File: src/rtl/design_pkg.sv
// Shared widths, field type and mode encoding for the SO_ML field selector.
package design_pkg;

    localparam int unsigned FIELD_W    = 2;
    localparam int unsigned NUM_FIELDS = 8;
    localparam int unsigned IN_W       = 16;
    localparam int unsigned SEL_W      = 3;

    typedef logic [FIELD_W-1:0] field_t;

    typedef enum logic {
        MODE_SUMMARY = 1'b0,
        MODE_FIELD   = 1'b1
    } mode_e;

endpackage

File: src/rtl/design_field_mux.sv
// Combinational 8:1 selector of 2-bit fields from a 16-bit word.
module design_field_mux
    import design_pkg::*;
(
    input  logic [IN_W-1:0]  en,
    input  logic [SEL_W-1:0] index1,
    output field_t           field
);

    // Field k starts at bit 2k, so the bit offset is index1 with a zero appended.
    always_comb begin
        field = en[{index1, 1'b0} +: FIELD_W];
    end

endmodule

File: src/rtl/blk_0d2f74.sv
// Registered field selector: one selected field or a per-byte activity summary each cycle.
module blk_0d2f74
    import design_pkg::*;
(
    input  logic             clk,
    input  logic             rst,
    input  logic [IN_W-1:0]  en,
    input  logic             index,
    input  logic [SEL_W-1:0] index1,
    output logic [1:0]       OUT
);

    field_t field_sel;
    field_t summary;
    field_t out_d;
    field_t out_q;
    mode_e  mode;

    design_field_mux u_field_mux (
        .en     (en),
        .index1 (index1),
        .field  (field_sel)
    );

    assign mode = mode_e'(index);

    always_comb begin
        summary = {|en[15:8], |en[7:0]};
    end

    always_comb begin
        out_d = summary;
        if (mode == MODE_FIELD) begin
            out_d = field_sel;
        end
    end

    always_ff @(posedge clk or posedge rst) begin
        if (rst) begin
            out_q <= '0;
        end else begin
            out_q <= out_d;
        end
    end

    assign OUT = out_q;

endmodule

File: config.mk
export PLATFORM = sky130hd
export DESIGN_NAME = blk_0d2f74
export DESIGN_NICKNAME = d
export VERILOG_FILES = /design/src/rtl/design_pkg.sv /design/src/rtl/design_field_mux.sv /design/src/rtl/blk_0d2f74.sv
export SDC_FILE = /design/constraint.sdc
export NUM_CORES = 1
export LEC_CHECK = 0
export ABC_AREA = 0
export ABC_CLOCK_PERIOD_IN_PS = 800
export BUFFER_PORTS_ARGS = -buffer_cell sky130_fd_sc_hd__buf_2
export CORE_AREA = 2 2 39 41
export CTS_BUF_LIST = sky130_fd_sc_hd__clkbuf_4 sky130_fd_sc_hd__clkbuf_8
export DETAILED_ROUTE_END_ITERATION = 8
export DIE_AREA = 0 0 41 43
export SETUP_SLACK_MARGIN = 0.05
export SLEW_MARGIN = 40
export SYNTH_ARGS = -nofsm -noshare
export SYNTH_HDL_FRONTEND = slang
export SYNTH_SLANG_ARGS = --single-unit
File: constraint.sdc
create_clock -name clk -period 0.8 [get_ports clk]
set_clock_uncertainty 0.15 [all_clocks]
set_input_delay 0.16 -clock clk [delete_from_list [all_inputs] [get_ports clk]]
set_output_delay 0.16 -clock clk [all_outputs]
set_load 0.02 [all_outputs]
==> impl_metrics.env <==
export IMPL_overflow=0
export IMPL_io_buffers=23
export IMPL_synth_nets=41
export IMPL_irDropWorstVdd_v=0.000568
export IMPL_critical_path_max_fanout=1
export IMPL_grt_usage=0.0899
export IMPL_grt_max_degree=5
export IMPL_vias_per_cell=4.22
export IMPL_status="complete, but fails checks"
export IMPL_syn_inst=19
export IMPL_fmax_mhz=985
export IMPL_fin_ws_ps=-215
export IMPL_final_cell_mix="20 x buf_2, 5 x buf_4, 4 x mux4_2"
export IMPL_leakage_uw=0.000210
export IMPL_post_route_util=0.322
export IMPL_cts_root_buffer_cell="clkbuf_4"
export IMPL_first_iter_violations=0
export IMPL_clock_path_buffers=2
export IMPL_syn2layout_area_growth_pct=107
export IMPL_end_kind="output port"
export IMPL_setup_violations=4
export IMPL_critPathSlowestCell="dfrtp_1"
export IMPL_dp_hpwl_um=580
export IMPL_critPathRequiredTime_ps=490
export IMPL_critPathLaunchType="register"
export IMPL_violations="negative setup slack"
export IMPL_nets=75
export IMPL_drive_above_1_share=0.725
export IMPL_fin_crit_sh=1.27
export IMPL_maxCapViolations=0
export IMPL_final_common_cell="buf_2"
export IMPL_dieWidth_um=41
export IMPL_tightest_slew_ps=266
export IMPL_path_class="register to output port"
export IMPL_gp_congestion=0.754
export IMPL_wl_per_cell_um=9.54
export IMPL_clkTransAtPathRegs_ps=30
export IMPL_cp_top_family="flip-flops"
export IMPL_yosys_warnings=0
export IMPL_crit_arrival_ps=700
export IMPL_vias=283
export IMPL_rows=14
export IMPL_dp_cells=63
export IMPL_cp_cell_sequence="buf_6"
export IMPL_cts_tree="built"
export IMPL_cts_buffers=3
export IMPL_yosysUniqueCellTypes=11
export IMPL_avgSynthCellArea_um2=11.3
export IMPL_antenna_found_initial=0
export IMPL_cts_sinks=2
export IMPL_largest_register_ffs=2
export IMPL_ios=24
export IMPL_initial_core_util=0.156
export IMPL_max_stage_delay_ps=360
export IMPL_die_area_mm2=0.00176
export IMPL_netlist_area_um2=215
export IMPL_final_cells=67
export IMPL_first_pass_iters=1
export IMPL_rsz0062_at_grt="true"
export IMPL_wirelength_um=639
export IMPL_n_antenna_cell=0
export IMPL_grt_pass1_wl_um=1110
export IMPL_p_per_area_mw_per_mm2=1190
export IMPL_yosysSeqAreaShare=0.233
export IMPL_num_fill_cells=147
export IMPL_drv_slew=0
export IMPL_hold_ws_ps=81.9
export IMPL_cp_buffers_inverters=1
export IMPL_hold_class="input port to register"
export IMPL_hold_violations=0
export IMPL_slew_headroom=0.821
export IMPL_min_period_ps=1010
export IMPL_synth_seq_cells=2
export IMPL_ant_nets=0
export IMPL_die_h_um=43
export IMPL_grt_pass1_vias=308
export IMPL_drc=0
export IMPL_cts_max_level=1
export IMPL_core_mm2=0.00138
[metal layers]
layer | wire [um] | GRT usage
met3 | 71 | 0.0314
met2 | 299 | 0.144
met5 | 0 | 0
met1 | 268 | 0.111
met4 | 0 | 0.0200
[cell families (layout without fill, tap and decap cells)]
family                 Yosys count  after routing  synth area share
AOI/OAI and AO/OA                4              4             0.116
and+or+nand+nor                  8              8             0.198
DFF                              2              2             0.233
muxes                            4              4             0.436
buffers and inverters            1             33            0.0174
[report_power, final]
| group | internal, uW | leakage [uW] | switching [uW] | total (uW) |
|---|---|---|---|---|
| clock | 165 | 0.0000138 | 52.1 | 217 |
| combinational | 124 | 0.000176 | 72.2 | 197 |
| sequential | 111 | 0.0000204 | 3.72 | 115 |
| total | 401 | 0.000210 | 128 | 529 |
[area by class of cell]
type | instances | area, um2 | share of cell area
clock buffers | 3 | 22.5 | 0.0506
well taps | 16 | 20.0 | 0.0449
flip-flops and latches | 2 | 50.0 | 0.112
inverters | 1 | 3.75 | 0.00843
repair buffers | 29 | 185 | 0.416
multi-input cells | 16 | 164 | 0.368
[stage by stage]
stage	setup slack, ps	area (um2)	total power, uW	TNS [ps]
floorplan	-296	211	186	-591
global placement	-503	384	286	-1000
detailed placement	-507	384	287	-1010
CTS	-227	439	537	-856
global route	-244	445	573	-945
finish	-215	445	529	-840
[worst paths after layout]
check	startpoint	end	slack [ps]	cells past startpoint
max in group asynchronous	rst	OUT[1]	210	3
max	OUT[1]	OUT[1]	-210	1
min	en[7]	OUT[0]	80	3
min in group asynchronous	rst	OUT[0]	180	3
[Yosys cell counts, drive strengths merged]
| cell | count | area (um2) |
|---|---|---|
| nor3 | 2 | 10.0 |
| o22ai | 2 | 12.5 |
| nand2 | 1 | 3.75 |
| mux4 | 4 | 93.8 |
| dfrtp | 2 | 50.1 |
| inv | 1 | 3.75 |
| nor2 | 2 | 7.51 |
| a31oi | 2 | 12.5 |
| nor4 | 2 | 12.5 |
| or2b | 1 | 8.76 |
[repair_timing]
| item | in CTS | in global routing |
|---|---|---|
| endpoints found under the hold margin | 2 | 0 |
| gates resized for setup | 7 | 1 |
| pin swaps | 1 | 1 |
| setup endpoints to repair | 4 | 4 |
| gates cloned | 0 | 0 |
| setup buffers | 0 | 0 |
| hold buffers | 1 | 0 |
No activity file was read; power rests on OpenSTA's default activity.
